`src/rtl/sprite_palette_pkg.sv`:
```
// Shared types and constants for the sprite palette bank: fade-state enum,
// brightness range and a default-width packed RGB entry.
package sprite_palette_pkg;

    localparam int BRIGHT_MAX = 16;
    localparam int BRIGHT_W   = 5;
    localparam int CH_W_DEF   = 4;

    typedef enum logic [1:0] {
        IDLE     = 2'd0,
        FADE_OUT = 2'd1,
        FADE_IN  = 2'd2
    } fade_state_e;

    typedef struct packed {
        logic [CH_W_DEF-1:0] r;
        logic [CH_W_DEF-1:0] g;
        logic [CH_W_DEF-1:0] b;
    } rgb_t;

endpackage

```
`src/rtl/palette_scale.sv`:
```
// One colour channel scaled by brightness: (ch * b) >> 4, with b in 0..16.
module palette_scale
    import sprite_palette_pkg::*;
#(
    parameter int CH_W = 4
) (
    input  logic [CH_W-1:0]     ch,
    input  logic [BRIGHT_W-1:0] bright,
    output logic [CH_W-1:0]     scaled
);
    logic [CH_W+4:0] product;
    logic            unused_product_msb;

    assign product = {5'd0, ch} * {{CH_W{1'b0}}, bright};
    // Top bit is only reachable above b=16, so it is dropped by the shift-and-truncate.
    assign scaled             = product[CH_W+3:4];
    assign unused_product_msb = product[CH_W+4];
endmodule

```
`src/rtl/sprite_palette_bank.sv`:
```
// Multi-palette colour lookup with a 2-stage pipeline and frame-stepped fade.
// The fade FSM is built only when PALETTE_FADE_EN is defined; otherwise b=16.
module sprite_palette_bank
    import sprite_palette_pkg::*;
#(
    parameter int INDEX_W = 4,
    parameter int NUM_PAL = 4,
    parameter int CH_W    = 4
) (
    input  logic                       Clk,
    input  logic                       Reset_n,
    input  logic                       rd_valid,
    input  logic [$clog2(NUM_PAL)-1:0] rd_pal,
    input  logic [INDEX_W-1:0]         rd_index,
    input  logic                       wr_en,
    input  logic [$clog2(NUM_PAL)-1:0] wr_pal,
    input  logic [INDEX_W-1:0]         wr_index,
    input  logic [3*CH_W-1:0]          wr_rgb,
    input  logic                       frame_tick,
    input  logic                       fade_start,
    input  logic                       fade_dir,
    output logic [CH_W-1:0]            red,
    output logic [CH_W-1:0]            green,
    output logic [CH_W-1:0]            blue,
    output logic                       out_valid,
    output logic                       transparent,
    output logic                       fade_busy,
    output logic                       fade_done
);
    localparam int PAL_W  = $clog2(NUM_PAL);
    localparam int ADDR_W = PAL_W + INDEX_W;
    localparam int DEPTH  = 1 << ADDR_W;
    localparam int RGB_W  = 3 * CH_W;

    logic [RGB_W-1:0] mem_q [DEPTH];
    logic [RGB_W-1:0] mem_d [DEPTH];
    logic [ADDR_W-1:0] rd_addr;
    logic [ADDR_W-1:0] wr_addr;

    logic             s1_valid_q, s1_valid_d;
    logic [RGB_W-1:0] s1_rgb_q, s1_rgb_d;
    logic             s1_transp_q, s1_transp_d;
    logic             out_valid_q, out_valid_d;
    logic             transparent_q, transparent_d;
    logic [RGB_W-1:0] rgb_out_q, rgb_out_d;
    logic [RGB_W-1:0] scaled_rgb;
    logic [BRIGHT_W-1:0] bright;

    assign rd_addr = {rd_pal, rd_index};
    assign wr_addr = {wr_pal, wr_index};

    // Stage 1 samples mem_q before this edge's write lands, giving read-first behaviour.
    always_comb begin
        mem_d = mem_q;
        if (wr_en) begin
            mem_d[wr_addr] = wr_rgb;
        end
        s1_valid_d    = rd_valid;
        s1_rgb_d      = mem_q[rd_addr];
        s1_transp_d   = (rd_index == '0);
        out_valid_d   = s1_valid_q;
        transparent_d = s1_valid_q & s1_transp_q;
        rgb_out_d     = s1_valid_q ? scaled_rgb : rgb_out_q;
    end

    always_ff @(posedge Clk) begin
        if (!Reset_n) begin
            for (int i = 0; i < DEPTH; i++) begin
                mem_q[i] <= '0;
            end
            s1_valid_q    <= 1'b0;
            s1_rgb_q      <= '0;
            s1_transp_q   <= 1'b0;
            out_valid_q   <= 1'b0;
            transparent_q <= 1'b0;
            rgb_out_q     <= '0;
        end else begin
            mem_q         <= mem_d;
            s1_valid_q    <= s1_valid_d;
            s1_rgb_q      <= s1_rgb_d;
            s1_transp_q   <= s1_transp_d;
            out_valid_q   <= out_valid_d;
            transparent_q <= transparent_d;
            rgb_out_q     <= rgb_out_d;
        end
    end

    // Channel 0 is B, 1 is G, 2 is R, matching the {R,G,B} entry layout.
    for (genvar gi = 0; gi < 3; gi++) begin : g_scale
        palette_scale #(
            .CH_W(CH_W)
        ) u_scale (
            .ch    (s1_rgb_q[gi*CH_W +: CH_W]),
            .bright(bright),
            .scaled(scaled_rgb[gi*CH_W +: CH_W])
        );
    end

    assign red         = rgb_out_q[2*CH_W +: CH_W];
    assign green       = rgb_out_q[CH_W +: CH_W];
    assign blue        = rgb_out_q[0 +: CH_W];
    assign out_valid   = out_valid_q;
    assign transparent = transparent_q;

`ifdef PALETTE_FADE_EN
    fade_state_e         state_q, state_d;
    logic [BRIGHT_W-1:0] bright_q, bright_d;
    logic                fade_busy_q, fade_busy_d;
    logic                fade_done_q, fade_done_d;

    // A start in IDLE only changes state; a coincident frame_tick is not applied to b.
    always_comb begin
        state_d     = state_q;
        bright_d    = bright_q;
        fade_done_d = 1'b0;
        case (state_q)
            IDLE: begin
                if (fade_start) begin
                    state_d = fade_dir ? FADE_IN : FADE_OUT;
                end
            end
            FADE_OUT: begin
                if (frame_tick) begin
                    if (bright_q != '0) begin
                        bright_d = bright_q - 5'd1;
                    end
                    if (bright_q <= 5'd1) begin
                        state_d     = IDLE;
                        fade_done_d = 1'b1;
                    end
                end
            end
            FADE_IN: begin
                if (frame_tick) begin
                    if (bright_q < 5'(BRIGHT_MAX)) begin
                        bright_d = bright_q + 5'd1;
                    end
                    if (bright_q >= 5'(BRIGHT_MAX - 1)) begin
                        state_d     = IDLE;
                        fade_done_d = 1'b1;
                    end
                end
            end
            default: begin
                state_d = IDLE;
            end
        endcase
        fade_busy_d = (state_d != IDLE);
    end

    always_ff @(posedge Clk) begin
        if (!Reset_n) begin
            state_q     <= IDLE;
            bright_q    <= 5'(BRIGHT_MAX);
            fade_busy_q <= 1'b0;
            fade_done_q <= 1'b0;
        end else begin
            state_q     <= state_d;
            bright_q    <= bright_d;
            fade_busy_q <= fade_busy_d;
            fade_done_q <= fade_done_d;
        end
    end

    assign bright    = bright_q;
    assign fade_busy = fade_busy_q;
    assign fade_done = fade_done_q;
`else
    logic unused_fade_inputs;

    assign unused_fade_inputs = ^{fade_start, fade_dir, frame_tick};
    assign bright             = 5'(BRIGHT_MAX);
    assign fade_busy          = 1'b0;
    assign fade_done          = 1'b0;
`endif

endmodule

```
`config.mk`:
```
export PLATFORM = sky130hd
export DESIGN_NAME = sprite_palette_bank
export DESIGN_NICKNAME = d
export VERILOG_FILES = /design/src/rtl/sprite_palette_pkg.sv /design/src/rtl/palette_scale.sv /design/src/rtl/sprite_palette_bank.sv
export SDC_FILE = /design/constraint.sdc
export NUM_CORES = 2
export LEC_CHECK = 0
export CAP_MARGIN = 10
export CORE_MARGIN = 2
export CORE_UTILIZATION = 45
export DETAILED_ROUTE_END_ITERATION = 10
export SLEW_MARGIN = 25
export SYNTH_ARGS = -nofsm -noshare
export SYNTH_HDL_FRONTEND = slang
export SYNTH_SLANG_ARGS = --single-unit
```
`constraint.sdc`:
```
create_clock -name Clk -period 2 [get_ports Clk]
set_input_delay 0.3 -clock Clk [delete_from_list [all_inputs] [get_ports Clk]]
set_output_delay 0.3 -clock Clk [all_outputs]
set_load 0.01 [all_outputs]
```
* After elaboration in Yosys (flattened, before gate mapping)
Index checks and enable logic that the tools add are counted.
** Word-level totals
- Bits in registers :: 796
- Input bits :: 31
- Output and inout port bits :: 16
- Word-level logic and storage cells :: 84
** Cells by class
- Order comparisons :: 3
- Muxes and demuxes :: 6
- Bitwise logic cells :: 3
- Reductions and logical operators :: 2
** Operators by type and width (count)
- 768-bit bitwise mux :: 1
- 12-bit binary-select mux with 6-bit select :: 1
- 12-bit demux with 6-bit select :: 1
- 12-bit two-way mux :: 3
- 7-bit greater-or-equal comparator (second input constant) :: 2
- 6-bit NOT with 7-bit output :: 2
- 7-bit by 1-bit < comparator with 1-bit output (second input constant) :: 1
- 4-bit logical NOT :: 1
- 1-bit AND :: 1
- 1-bit logical AND :: 1

* Depth between registers and ports, before layout
- Word-level depth :: 6
- Mapped depth :: 9
- Mapped depth without buffers :: 5

* By module
From an unflattened synthesis, not the netlist that was laid out.
** Unflattened totals
- Cells, all modules :: 4107
- Area total of the unflattened synthesis :: 38102.8 um^2
** By module, submodules not included
- sprite_palette_bank :: times used 1, cells an instance 3942, area each 36691.4 um^2, sequential area each 15935.3 um^2
- palette_scale :: times used 3, cells an instance 55, area each 470.5 um^2, sequential area each 0.0 um^2

* Least setup slack after synthesis
No wires, ideal clock.
- Kind :: input to register
- From :: input port rd_index[0]
- To :: register s1_rgb_q[9]
- Library setup time :: 135 ps
- Arrival time :: 1760 ps
- Slack :: 106 ps
- Stages on the path :: 6
- Buffers on the path :: 3
- Path through :: buf_6 buf_6 buf_6 mux4_2 a2111oi_2 o32ai_1
** Between the ends
- Word-level cells in the longest chain between the ends :: 4
** RTL lines
- from (decl) :: RTL line sprite_palette_bank.sv:14 : input logic [INDEX_W-1:0] rd_index,
- 6-bit NOT with 7-bit output (not written as such) :: RTL line sprite_palette_bank.sv:59 : s1_rgb_d = mem_q[rd_addr];
- 12-bit binary-select mux with 6-bit select :: RTL line sprite_palette_bank.sv:59
- 12-bit two-way mux (not written as such) (2 in a row) :: RTL line sprite_palette_bank.sv:59
- to (signal assigned) :: RTL line sprite_palette_bank.sv:80 : s1_rgb_q <= s1_rgb_d;
- to (decl) :: RTL line sprite_palette_bank.sv:41 : logic [RGB_W-1:0] s1_rgb_q, s1_rgb_d;
Every way passes these cells. The select of a mux whose other input is x is not followed.
A chain may end at the register's enable or synchronous reset.

* Worst setup path after layout
- From :: input port rd_index[3]
- To :: register s1_rgb_q[11]
Same word-level chain as after synthesis.

==> flow_summary.toml <==
[synthesis]
yosysUniqueCellTypes = 48
synth_area_um2 = 36700
syn_inst = 3941
synth_enable_flop_cells = 0
synth_warnings = 0
synth-seq-cells = 796
synthFlopType = "dfxtp_1"
synth_async_sr_flop_share_pct = 0
yosysSeqAreaShare_pct = 43.4
syn_avg_cell_area_um2 = 9.31

[sta]
relSlewSlack_pct = 56.1
fmax_ghz = 0.511
setup_slack_ps = 43.3
period_share_pct = 97.8
tns_ps = 0
hold_viol_final = 0
rsz0062_at_grt = "false"
period_needed_ps = 1960
finalSetupViolations = 0
tightest_slew_ps = 655
clock_skew_ps = 30.3
slew_viol_final = 0
fin_hold_ws_ps = 52.3

[routing]
wl_per_cell_um = 22.8
drc = 0
antenna_left = 0
first_iter_violations = 2685
via_count = 30117
vias_per_cell = 5.73
wl_um = 120000
first_pass_iters = 5

[setup_path]
end_kind = "register"
critPathMaxStageDelay_ps = 500
crit_path_top_delay_cell = "clkdlybuf4s50_1"
critPathArrivalTime_ps = 2500
path_cells = "clkdlybuf4s50_1 -> buf_4 -> buf_4 -> and2_1 -> buf_12 -> buf_4 -> a22oi_1 -> nand3_1 -> a21o_1"
cp.buffers_inverters = 5
rr_startpoint = "mem_q[5]"
start_kind = "primary input"
crit_top_cell = "buf_4"
path_class = "primary input to register"
worstReg2RegEnd = "s1_rgb_q[5]"
r2r_cells = 5
crit_family = "buffers and inverters"
r2r_slack_ps = 60
crit_fanout = 12
cp.required_ps = 2550

[cells_and_area]
nets = 4158
drive_gt1_share_pct = 19.9
utilization_pct = 55.3
multi_input_area_um2 = 18900
seq_area_um2 = 15900
fin_area_um2 = 44600
diodes = 0
fill_cells = 7171
syn2layout_area_growth_pct = 21.5

[global_routing]
grt_max_degree = 94
grt_pass1_vias = 28979
overflow = 0
grt_pass1_wl_um = 184000
antenna_found_initial = 2
track_usage_pct = 28.5

[floorplanning]
core-area_um2 = 80700
die_area_um2 = 83800
io_pins = 47
die_w_um = 290
initial_core_util_pct = 45.5
row_count = 104
die-height_um = 290

[cts]
worstSkewPairLatency_ps = 650
postCtsSetupBuffers = 0
cts_root_buf = "clkbuf_16"
cts_tree = "done"
h-tree-depth = 3
clk_pin_slew_ps = 60
postCtsResizedCells = 2
clock_sinks = 796
ctsLongestPathBuffers = 3
cts_buffers = 88
cts_hold_buf = 0

[place]
port_buffers = 41
hpwl_um = 79000
finalWeightedCongestion = 0.896
pre_cts_slack_ps = -785
placed_area_um2 = 41600

[power_and_ir_drop]
power.leakage_nw = 14.9
p_clk_share_pct = 47.3
p_int_mw = 27.1
max-vdd-ir-drop_mv = 0.685
p_sw_share_pct = 23.7
power.net_switching_mw = 8.43
p_comb_share_pct = 7.7
power_density_nw_per_um2 = 796
seq_power_share_pct = 45.0

[min_path]
holdPathEnd = "mem_q[298]"
hold_path.class = "primary input to register"
holdCritStartpoint = "Reset_n"
holdPathStages = 2

[outcome]
status = "complete, no violations"

[run]
drv_cap = 0
==> worst register-to-register path, cell delays in order, from the launching register on <==
cell and delay [ps]:
dfxtp_1 310, mux4_2 520, a22o_1 260, a211oi_1 350
a211oi_1 190, a21o_1 190
==> flip-flops by register name, indices dropped and copies added (netlist names) <==
| signal | cells |
|---|---|
| mem_q | 768 |
| s1_rgb_q | 12 |
| out_valid | 1 |
| rgb_out_q | 12 |
| transparent | 1 |
| out_valid_d | 1 |
| s1_transp_q | 1 |
==> per-stage QoR <==
step	power [mW]	instances
floorplan	17.8	3942
global placement	19.0	5097
detailed placement	19.0	5097
CTS	35.7	5255
global route	36.5	5255
finish	35.5	5255
==> cell type report <==
class / instances / area share, %
timing repair buffer: 537 / 12.1
sequential: 796 / 35.7
tap: 1060 / 2.97
clock inverter: 25 / 0.676
clock buffer: 133 / 6.02
multi-input combinational: 2704 / 42.5
==> layer usage <==
metal  routed length [µm]  GRT usage [%]  vias to the layer above
met4                 3450           8.19                        2
met2                55100           46.0                      920
met5                    9              0                        -
met3                 6620           3.53                      179
li1                     -              -                    14158
met1                54400           40.1                    14858
==> worst max-delay path by stage <==
| stage | from | to | slack (ps) | cells past startpoint |
|---|---|---|---|---|
| floorplan | rd_index[0] | s1_rgb_q[9] | 110 | 6 |
| global placement | rd_index[3] | s1_rgb_q[9] | -760 | 9 |
| detailed placement | rd_index[3] | s1_rgb_q[9] | -780 | 9 |
| CTS | mem_q[5] | s1_rgb_q[5] | 50 | 5 |
| global route | mem_q[17] | s1_rgb_q[5] | 30 | 5 |
| finish | rd_index[3] | s1_rgb_q[11] | 40 | 9 |
==> layout by cell type, fill, tap and decap left out, types with 6 or more instances in the layout <==
cell type        count
mux4_2             141
clkbuf_8            23
buf_2               13
bufinv_16            6
a21oi_1             26
buf_4              391
clkbuf_1            18
clkinv_2            13
o22ai_1             27
buf_12             106
dfxtp_1            796
nor2_4               6
nor2_1              22
nand3_1            506
nor2b_1            207
nand2_1            715
o221ai_1            23
a22o_1              15
a211oi_1            32
mux2_2              12
clkbuf_16           92
a21boi_0           576
clkdlybuf4s50_1     24
mux2i_1            301
a22oi_1             27
==> cells in the mapped netlist (11+ instances only) <==
| cell type | count | area share [%] |
|---|---|---|
| a211oi_1 | 35 | 0.72 |
| clkbuf_1 | 274 | 2.8 |
| a22o_1 | 15 | 0.36 |
| o22ai_1 | 27 | 0.46 |
| a21boi_0 | 576 | 12 |
| mux4_2 | 141 | 8.7 |
| mux2_2 | 12 | 0.37 |
| nand3_1 | 506 | 6.9 |
| o221ai_1 | 23 | 0.55 |
| a22oi_1 | 27 | 0.55 |
| nand2_1 | 715 | 7.3 |
| mux2i_1 | 301 | 8.2 |
| buf_4 | 11 | 0.23 |
| nor2_1 | 30 | 0.31 |
| dfxtp_1 | 796 | 43 |
| buf_6 | 20 | 0.61 |
| nor2b_1 | 210 | 3.6 |
| buf_1 | 66 | 0.68 |
| a21oi_1 | 26 | 0.35 |
| buf_2 | 70 | 0.95 |
==> power groups by stage <==
stage	Combinational (mW)	Sequential, mW	Clock [mW]
finish	2.73	16.0	16.8
CTS	2.70	16.0	17.0
floorplan	1.44	16.3	0
global placement	2.69	16.3	0
detailed placement	2.69	16.3	0
global route	2.84	16.0	17.7
==> cell families after synthesis <==
family | Yosys count | synth area share [%]
AND/OR/NAND/NOR | 1496 | 18.8
flip-flops | 796 | 43.4
AO/OA/AOI/OAI | 752 | 15.3
multiplexers | 454 | 17.2
buffers and inverters | 442 | 5.29
other | 1 | 0.0102
(Power assumes the default switching activity.)
